[src/rtl/educ8_timing_gen_pkg.sv]
// -----------------------------------------------------------------------------
// educ8_timing_gen_pkg
//  Shared definitions for the EDUC-8 major-state / time-state generator:
//   - major-state encodings (FETCH, DEFER, EXEC; encoding 3 is never entered)
//   - opcode constants the sequencer needs to pick the next major cycle
//   - time-state width and the last time state of a major cycle
//   - next_major_f(): the major-cycle transition table, kept here so any other
//     block that needs to predict the next cycle uses the same decision.
// -----------------------------------------------------------------------------
package educ8_timing_gen_pkg;

  // Major-state encodings, driven straight out on the 'major' port.
  typedef enum logic [1:0] {
    MS_FETCH = 2'd0,
    MS_DEFER = 2'd1,
    MS_EXEC  = 2'd2,
    MS_RSVD  = 2'd3
  } major_t;

  // Opcodes that change the shape of an instruction.
  localparam logic [2:0] OP_JMP = 3'd5;  // JMP: address is the whole job
  localparam logic [2:0] OP_IOT = 3'd6;  // IOT: completes in FETCH
  localparam logic [2:0] OP_OPR = 3'd7;  // OPR: completes in FETCH

  // Time states T0..T3.
  localparam int          TS_W    = 2;
  localparam logic [TS_W-1:0] TS_LAST = 2'd3;

  // Major cycle that follows 'cur' given the instruction register contents.
  //  FETCH: IOT/OPR finish here; otherwise an indirect reference needs DEFER;
  //         a direct JMP is finished once the address is known; everything
  //         else goes to EXEC.
  //  DEFER: JMP is finished once the effective address is fetched.
  //  EXEC : always back to FETCH.
  //  The reserved encoding recovers to FETCH rather than wedging.
  function automatic major_t next_major_f(input major_t     cur,
                                          input logic [2:0] op,
                                          input logic       ind);
    major_t nxt;
    nxt = MS_FETCH;
    case (cur)
      MS_FETCH: begin
        if (op == OP_IOT || op == OP_OPR) nxt = MS_FETCH;
        else if (ind)                     nxt = MS_DEFER;
        else if (op == OP_JMP)            nxt = MS_FETCH;
        else                              nxt = MS_EXEC;
      end
      MS_DEFER: begin
        if (op == OP_JMP) nxt = MS_FETCH;
        else              nxt = MS_EXEC;
      end
      MS_EXEC:  nxt = MS_FETCH;
      default:  nxt = MS_FETCH;
    endcase
    return nxt;
  endfunction

endpackage

[src/rtl/educ8_timing_gen_tick_div.sv]
// -----------------------------------------------------------------------------
// em_tick_div
//  Time-state prescaler. Counts 0..CLK_DIV-1 while enabled and flags the clk
//  on which the count reaches CLK_DIV-1; the time state advances on that edge.
//  With CLK_DIV=1 the counter never leaves 0 and tick simply follows en.
//
//  Ports
//   clk   in  1  system clock
//   nclr  in  1  asynchronous active-low reset
//   en    in  1  count enable (sequencer running)
//   sclr  in  1  synchronous clear (held while the sequencer is stopped so the
//                first time state after RUN is a full CLK_DIV clocks long)
//   tick  out 1  combinational strobe from the registered count
// -----------------------------------------------------------------------------
module em_tick_div #(
  parameter int CLK_DIV = 1
) (
  input  logic clk,
  input  logic nclr,
  input  logic en,
  input  logic sclr,
  output logic tick
);

  // Values below 1 make no sense; treat them as "advance every clk".
  localparam int DIV_EFF = (CLK_DIV < 1) ? 1 : CLK_DIV;
  localparam int CNT_W   = (DIV_EFF > 1) ? $clog2(DIV_EFF) : 1;
  localparam logic [CNT_W-1:0] CNT_LAST = CNT_W'(DIV_EFF - 1);

  logic [CNT_W-1:0] count_reg;
  logic [CNT_W-1:0] count_next;

  assign tick = en && (count_reg == CNT_LAST);

  always_comb begin
    count_next = count_reg;
    if (sclr) begin
      count_next = '0;
    end else if (en) begin
      count_next = tick ? '0 : count_reg + CNT_W'(1);
    end
  end

  always_ff @(posedge clk or negedge nclr) begin
    if (!nclr) begin
      count_reg <= '0;
    end else begin
      count_reg <= count_next;
    end
  end

endmodule

[src/rtl/educ8_timing_gen.sv]
// -----------------------------------------------------------------------------
// educ8_timing_gen
//  Major-state / time-state generator for the EDUC-8 control section.
//  Steps through FETCH, DEFER and EXEC major cycles of four time states each
//  and feeds the em_74138 time-state decoder (tstate -> a[1:0], dec_en ->
//  enables). RUN/HALT/STEP come from the front panel; opcode/indirect come
//  from the instruction register and are only looked at on cycle_end.
//
//  Parameters
//   CLK_DIV     clk cycles per time state (>=1)
//
//  Ports
//   clk         in   1  system clock
//   nclr        in   1  asynchronous active-low reset
//   run_req     in   1  RUN request (level)
//   halt_req    in   1  HALT request (level, only honoured at cycle_end)
//   sstep       in   1  stop at every instruction boundary
//   opcode      in   3  IR[0:2]
//   indirect    in   1  IR indirect bit
//   tstate      out  2  current time state T0..T3
//   major       out  2  current major state (0 FETCH, 1 DEFER, 2 EXEC)
//   dec_en      out  1  decoder enable, identical to running
//   running     out  1  sequencer active
//   tick        out  1  time state advances on this clk edge
//   cycle_end   out  1  tick during T3
//   instr_done  out  1  cycle_end whose next major cycle is FETCH
// -----------------------------------------------------------------------------
module educ8_timing_gen
  import educ8_timing_gen_pkg::*;
#(
  parameter int CLK_DIV = 1
) (
  input  logic       clk,
  input  logic       nclr,
  input  logic       run_req,
  input  logic       halt_req,
  input  logic       sstep,
  input  logic [2:0] opcode,
  input  logic       indirect,
  output logic [1:0] tstate,
  output logic [1:0] major,
  output logic       dec_en,
  output logic       running,
  output logic       tick,
  output logic       cycle_end,
  output logic       instr_done
);

  logic            running_reg;
  logic [TS_W-1:0] tstate_reg;
  major_t          major_reg;
  major_t          major_next;
  logic            stop_next;
  logic            tick_int;

  // Prescaler: counts only while running and is held clear while stopped,
  // so RUN sampled at edge N gives the first tick at edge N+CLK_DIV.
  em_tick_div #(
    .CLK_DIV (CLK_DIV)
  ) u_tick_div (
    .clk  (clk),
    .nclr (nclr),
    .en   (running_reg),
    .sclr (!running_reg),
    .tick (tick_int)
  );

  // Next major cycle and the stop decision are computed every clk but only
  // take effect on cycle_end. halt_req is a level sampled there, so a HALT
  // raised mid-cycle still lets the cycle finish.
  always_comb begin
    major_next = next_major_f(major_reg, opcode, indirect);
    stop_next  = halt_req || (sstep && (major_next == MS_FETCH));
  end

  // Sequencer. Stopped: wait for RUN without HALT. Running: advance the time
  // state on each tick; the 3->0 wrap closes the major cycle. When a stop is
  // taken the wrap has already returned tstate to T0 and major holds the
  // cycle that would have run next, so a later RUN resumes right there.
  always_ff @(posedge clk or negedge nclr) begin
    if (!nclr) begin
      running_reg <= 1'b0;
      tstate_reg  <= '0;
      major_reg   <= MS_FETCH;
    end else if (!running_reg) begin
      if (run_req && !halt_req) begin
        running_reg <= 1'b1;
        tstate_reg  <= '0;
      end
    end else if (tick_int) begin
      tstate_reg <= tstate_reg + TS_W'(1);
      if (tstate_reg == TS_LAST) begin
        major_reg <= major_next;
        if (stop_next) begin
          running_reg <= 1'b0;
        end
      end
    end
  end

  // Strobes are derived from registered state; tick_int is already gated by
  // running, so all three are low while stopped.
  assign tick       = tick_int;
  assign cycle_end  = tick_int && (tstate_reg == TS_LAST);
  assign instr_done = cycle_end && (major_next == MS_FETCH);

  assign tstate  = tstate_reg;
  assign major   = major_reg;
  assign running = running_reg;
  assign dec_en  = running_reg;

endmodule

[config.mk]
export PLATFORM = sky130hd
export DESIGN_NAME = educ8_timing_gen
export DESIGN_NICKNAME = d
export VERILOG_FILES = /design/src/rtl/educ8_timing_gen_pkg.sv /design/src/rtl/educ8_timing_gen_tick_div.sv /design/src/rtl/educ8_timing_gen.sv
export SDC_FILE = /design/constraint.sdc
export NUM_CORES = 1
export LEC_CHECK = 0
export ABC_CLOCK_PERIOD_IN_PS = 1500
export BUFFER_PORTS_ARGS = -buffer_cell sky130_fd_sc_hd__buf_2
export CORE_AREA = 5 5 42 44
export CTS_BUF_LIST = sky130_fd_sc_hd__clkbuf_4 sky130_fd_sc_hd__clkbuf_8
export DETAILED_ROUTE_END_ITERATION = 10
export DIE_AREA = 0 0 47 49
export MAX_ROUTING_LAYER = met4
export PLACE_DENSITY = 0.52
export SLEW_MARGIN = 20
export SYNTH_ARGS = -nofsm -noshare
export SYNTH_HDL_FRONTEND = slang
export SYNTH_SLANG_ARGS = --single-unit
[constraint.sdc]
create_clock -name clk -period 1.5 [get_ports clk]
set_input_delay 0.15 -clock clk [delete_from_list [all_inputs] [get_ports clk]]
set_output_delay 0.15 -clock clk [all_outputs]
set_load 0.01 [all_outputs]
== After elaboration in Yosys (flattened, before gate mapping) ==
Index checks and enable logic that the tools add are counted.
Word-level totals
  output and inout bits: 9
  bits in registers: 6
  input port bits: 9
  logic and storage cells: 40
Cells by class
  equality and inequality tests: 6
  reductions and logical operators: 13
  bitwise logic cells: 1
  muxes and demuxes: 14
  add/subtract/negate cells: 2
Operators by type and width (number)
  $mux W2: 6
  $eq A3 B3 Y1 const B: 3
  $mux W1: 7
  $logic_and A1 B1 Y1: 5
  $logic_not A2 Y1: 2
  $pmux W2 S2: 1
  $reduce_and A3 Y1: 1
  $add A2 B1 Y2 const B: 1
  $eq A2 B1 Y1 const B: 1
  $eq A2 B2 Y1 const B: 1
  $logic_or A1 B1 Y1: 2
  $ne A2 B1 Y1 const B: 1
  $reduce_and A2 Y1: 1
  $reduce_bool A2 Y1: 1
  $add A1 B1 Y1 const B: 1
  $logic_not A1 Y1: 1
  $not A1 Y1: 1

== Longest topological paths before layout ==
Gate-level depths: netlist of the first run.
  word-level depth: 12
  mapped depth: 5
  gate-level depth less buffers: 4

== Modules after synthesis ==
A second synthesis of the first run with hierarchy kept.
Unflattened totals
  cells, all modules: 38
  area, all modules: 365.4 um^2
By module, submodules not included
  educ8_timing_gen: cells an instance 35, area each 319.1 um^2, times used 1
  em_tick_div: cells an instance 3, area each 46.3 um^2, times used 1

== Worst setup path before layout of the first run ==
OpenSTA, ideal clock, no wires.
  path kind: reg-to-output
  start point: register tstate_reg[0], in the netlist tstate[0]
  end point: output port instr_done
  stages on the path, launching flop included: 5
  arrival: 1207 ps
  data required time: 1350 ps
  slack: 143 ps
  path buffers: 1
  cell sequence: dfrtp_1 ha_1 and3b_1 buf_2 nor3b_1
Between the ends
  cells in the longest elaborated chain, start to end: 3
RTL lines
  start: declaration: RTL line educ8_timing_gen.sv:50  | logic [TS_W-1:0] tstate_reg;
  start signal: assignment: RTL line educ8_timing_gen.sv:91  | tstate_reg <= tstate_reg + TS_W'(1);
  $eq A2 B2 Y1: RTL line educ8_timing_gen.sv:104  | assign cycle_end = tick_int && (tstate_reg == TS_LAST);
  $logic_and A1 B1 Y1: RTL line educ8_timing_gen.sv:104
  named net cycle_end: RTL line educ8_timing_gen.sv:45  | output logic cycle_end,
  $logic_and A1 B1 Y1: RTL line educ8_timing_gen.sv:105  | assign instr_done = cycle_end && (major_next == MS_FETCH);
  end: declaration: RTL line educ8_timing_gen.sv:46  | output logic instr_done
The timed path passes the listed nets, and every way through them passes these cells.

== Worst setup path in the final report of the first run ==
  start point: register tstate_reg[1], in the netlist tstate[1]
  end point: output port instr_done
Between the ends
  cells in the longest elaborated chain, start to end: 3
RTL lines (RTL line)
  $eq A2 B2 Y1: educ8_timing_gen.sv:104
  $logic_and A1 B1 Y1: educ8_timing_gen.sv:104
  $logic_and A1 B1 Y1: educ8_timing_gen.sv:105
No other way between the ends.

==> results of run 1 <==
[worst max-delay path, stage by stage (launching register included)]
cell and delay, ps:
dfrtp_1 390, ha_2 190, and3b_2 190, nor3b_2 150, buf_2 150
[routing by layer]
| metal | global-route usage [%] | vias to the layer above | part of all wire (%) |
|---|---|---|---|
| met3 | 1.107 | 0 | 2.6 |
| met4 | 5.530 | 0 | 0 |
| met1 | 8.296 | 138 | 37 |
| li1 | - | 154 | - |
| met5 | - | - | 0 |
| met2 | 10.86 | 3 | 60 |
[layout by cell type (no fill, tap or decap)]
master,count
a21oi_1,1
a311oi_2,1
and2_2,1
and3b_2,1
buf_2,17
buf_4,1
clkbuf_4,3
conb_1,1
dfrtp_1,6
dlygate4sd3_1,1
ha_2,1
inv_1,1
mux2_1,2
nand2_1,3
nand2b_1,2
nand3b_1,2
nor2b_1,1
nor3_2,1
nor3b_1,1
nor3b_2,1
o21ai_1,2
o21ba_1,1
o311ai_1,1
or2_0,1
[how the worst min path moves through the flow]
stage	end	slack (ps)	cells after the start
global placement	tstate[1]	-20	1
floorplan	dec_en	-150	0
global route	dec_en	270	3
detailed placement	tstate[1]	-20	1
CTS	dec_en	240	3
finish	dec_en	240	3
[cell type report]
type / count / area, sq um / area share (%)
repair buffers: 19 / 102.6 / 21.03
inverters: 1 / 3.754 / 0.7692
clock buffers: 3 / 22.52 / 4.615
flip-flops and latches: 6 / 150.1 / 30.77
multi-input cells: 24 / 188.9 / 38.72
well taps: 16 / 20.02 / 4.103
[power groups by stage]
stage               Combinational, mW  Clock (mW)  Sequential, mW
finish                          0.331       0.139           0.301
global route                    0.376       0.148           0.312
CTS                             0.331       0.149           0.299
detailed placement              0.323           0           0.301
global placement                0.325           0           0.299
floorplan                       0.178           0           0.320
[what timing repair did]
action / in CTS / in global routing
hold buffers: 1 / 0
setup buffers: 1 / 0
setup endpoints to repair: 1 / 2
resized for setup: 1 / 3
pin swaps: 0 / 1
hold endpoints to repair: 6 / 0
[synthesized netlist by cell type]
library cell,instances
nor2b_1,1
or2_0,1
conb_1,1
o311ai_1,1
and2_2,1
a21oi_1,1
nand2b_1,2
nand2_1,3
dfrtp_1,6
buf_4,1
nor3b_1,2
a311oi_2,1
nor3_1,1
nand3b_1,2
mux2_1,2
and3b_1,1
o21ba_1,1
o21ai_1,2
inv_1,1
ha_1,1
buf_2,1
[cell families (layout without fill, tap and decap cells)]
logic type	Yosys count	count (layout)	synth area share [%]
fa+ha+maj	1	1	3.662
buf+inv	3	23	4.760
flops	6	6	43.95
mux	2	2	6.593
compound gates	6	6	14.28
other cells	1	1	1.098
simple gates	14	14	25.64
==> flow_metrics.tcl, run 1 <==
set metrics [dict create \
    fin_worst_skew_ps 3.653 \
    drtAntennaViolNets 0 \
    drt_iter0_drc 0 \
    cts_max_level 1 \
    worst_slack_ps 49.50 \
    clock_latency_ps 240 \
    cts_buffer_depth 2 \
    cts_tree "yes" \
    status "finished, final reports clean" \
    synthCells 33 \
    fin_util_pct 34.82 \
    via_per_inst 4.275 \
    wl_per_cell_um 10.52 \
    num_antenna_cells 0 \
    criticalPathCategory "reg -> out" \
    finalNetCount 65 \
    firstDrtPassIters 1 \
    whs_ps 240.0 \
    vdd_drop_max_uv 573.6 \
    swShare_pct 37.46 \
    netlist_area_sq_um 341.6 \
    drcViolationCount 0 \
    critical_path.endpoint_type "output port" \
    power_density_nw_per_um2 1580 \
    r2r_start "tstate[1]" \
    grt_pass1_vias 299 \
    antenna_found_initial 0 \
    synth.distinct_cells 21 \
    setup_tns_ps 0 \
    design_area_sq_um 488.0 \
    rsz0062_at_grt "yes" \
    synth_area_leaders "dfrtp_1, mux2_1, a311oi_2, nand3b_1, nor3b_1" \
    p_int_uw 482.1 \
    leakage_nw 0.2442 \
    cts_inserted_buffers 3 \
    die_height_um 49 \
    grt_max_degree 7 \
    combPwrFrac_pct 42.9 \
    dpl.cell_count 64 \
    r2r-end "major[0]" \
    coreArea_sq_um 1401 \
    slew_violations 0 \
    start_util_pct 24.38 \
    num_io_pins 18 \
    wl_um 726 \
    syn_avg_cell_area_sq_um 10.35 \
    fmax_mhz 689.4 \
    hold_viol_final 0 \
    cts.sinks 6 \
    min_path_type "in -> reg" \
    cp-start-kind "flip-flop" \
    grt_use_total_pct 7.267 \
    gp_congestion 0.6491 \
    period_minus_slack_ps 1451 \
    syn_to_final_growth_pct 42.86 \
    ys_seq_area_share_pct 43.96 \
    min_period_over_period_pct 96.70 \
    power_switching_uw 288.8 \
    cts.reportedPaths.clkPinSlew_ps 40 \
    fill_cells 161 \
    num_vias 295 \
    yosysTopAreaCell "dfrtp_1" \
    critPathLaunch "tstate[1]" \
    hold_path.startpoint "sstep" \
    row_count 14 \
    setup_viol 0 \
    crit_end "instr_done" \
    post-place-ws_ps 196.6 \
    die_w_um 47 \
    arrival_ps 1300 \
    stdcell_count 69 \
    layout-drive-gt1-share_pct 50.94 \
    die_area_sq_um 2303 \
    hpwl_um 626.1 \
    power_uw 770.9 \
    placed_cell_area_sq_um 434.2 \
    worstPathRequired_ps 1350 \
    grt_pass1_wl_um 1179 \
    synth_top_area_share_pct 43.96 \
    synth_nets 43 \
    grt_overflow 0 \
    ys_ff_latch 6 \
    ys_warn_count 0 \
    drv_cap 0 \
    r2r_setup_slack_ps 160 \
    r2r_cells 4 \
    pwr-share-seq_pct 39.1 \
    clkPwrFrac_pct 18.0 \
    clockRootBuffer "clkbuf_4" \
    crit_fanout 3 \
    numPortBuffers 17 \
]
Note: power is estimated with default switching activity, not from simulation.
==> run 2, diff against run 1 <==
Settings changed: BUFFER_PORTS_ARGS -buffer_cell sky130_fd_sc_hd__buf_2 to unset, DONT_BUFFER_PORTS set to 1, PLACE_DENSITY 0.52 to 0.4.
==> flow_metrics.tcl, run 2 (synthesis results as in run 1) <==
set metrics [dict create \
    status "finished, final reports clean" \
    setup_viol 0 \
    leakage_nw 0.1884 \
    layout_common_cells "buf_4, dfrtp_1, nand2_1, clkbuf_4" \
    numPortBuffers 0 \
    via_per_inst 4.607 \
    fin_util_pct 31.43 \
    min_period_over_period_pct 99.47 \
    grt_max_degree 7 \
    fmax_mhz 670.3 \
    die_area_sq_um 2303 \
    row_count 14 \
    worstPathRequired_ps 1350 \
    start_util_pct 24.38 \
    drv_cap 0 \
    coreArea_sq_um 1401 \
    cts.reportedPaths.clkPinSlew_ps 40 \
    cts_tree "yes" \
    power_uw 760.8 \
    rsz0062_at_grt "yes" \
    slew_violations 0 \
    power_density_nw_per_um2 1727 \
    cp-start-kind "flip-flop" \
    grt_pass1_vias 302 \
    hold_viol_final 0 \
    num_vias 258 \
    whs_ps 132.3 \
    arrival_ps 1340 \
    drt_iter0_drc 1 \
    die_height_um 49 \
    wl_um 760 \
    min_path_type "in -> reg" \
    crit_fanout 4 \
    hpwl_um 631.7 \
    cts_buffer_depth 2 \
    design_area_sq_um 440.4 \
    drcViolationCount 0 \
    cts_inserted_buffers 3 \
    wl_per_cell_um 13.57 \
    syn_to_final_growth_pct 28.94 \
    critical_path.endpoint_type "output port" \
    criticalPathCategory "reg -> out" \
    placed_cell_area_sq_um 379.1 \
    fill_cells 163 \
    num_antenna_cells 0 \
    drtAntennaViolNets 0 \
    firstDrtPassIters 2 \
    fin_worst_skew_ps 3.354 \
    cts.sinks 6 \
    gp_congestion 0.6219 \
    cts_max_level 1 \
    period_minus_slack_ps 1492 \
    clock_latency_ps 240 \
    grt_use_total_pct 8.364 \
    antenna_found_initial 0 \
    grt_overflow 0 \
    clockRootBuffer "clkbuf_4" \
    finalNetCount 52 \
    die_w_um 47 \
    vdd_drop_max_uv 571.0 \
    final_common_cell "buf_4" \
    num_io_pins 18 \
    layout-drive-gt1-share_pct 37.50 \
    grt_pass1_wl_um 1366 \
]
## run 2: area by class of cell
class / instances / area (sq um) / share of cell area (%)
clock buffer: 3 / 22.52 / 5.114
inverter: 1 / 3.754 / 0.8523
multi-input combinational: 24 / 193.9 / 44.03
sequential: 6 / 152.6 / 34.66
tap: 16 / 20.02 / 4.545
timing repair buffer: 6 / 47.55 / 10.80
## run 2: stage by stage
stage	cells	setup slack, ps	TNS (ps)
finish	56	8.023	0
global route	56	-46.84	-90.01
CTS	56	-8.114	-9.801
detailed placement	51	91.19	0
global placement	51	138.0	0
floorplan	33	143.2	0
## run 2: metal layers
metal / vias to the layer above / track usage (%) / part of all wire [%]
li1: 128 / - / -
met1: 121 / 8.090 / 35
met2: 7 / 13.12 / 54
met3: 2 / 3.321 / 8.9
met4: 0 / 5.530 / 2.0
met5: - / - / 0
## run 2: worst max-delay path, cell delays in order, from the launching register on
cell and delay, ps:
dfrtp_2 450, ha_4 170, and3b_2 190, nor3b_1 130
buf_4 150
## run 2: final timing paths
check                                   to  slack, ps  cells after the start  startpoint
worst max register to register    major[0]        100                      4   tstate[0]
min in group asynchronous        tstate[1]        220                      1        nclr
worst max-delay path            instr_done          8                      4   tstate[0]
worst min-delay path                dec_en        130                      2       sstep
max in group asynchronous         major[0]       1060                      1        nclr
worst min register to register   tstate[0]        550                      1   tstate[0]
## run 2: report_power, final
group | switching, mW | total [mW] | internal, mW
clock network | 0.0510 | 0.141 | 0.0900
logic | 0.140 | 0.288 | 0.148
registers | 0.101 | 0.332 | 0.231
## run 2: what timing repair did
item                                   4_1_cts  5_1_grt
endpoints found under the hold margin        6        0
setup endpoints to repair                    1        2
buffers inserted                             1        0
hold buffers                                 1        0
pin swaps                                    2        0
resized for setup                            6        0
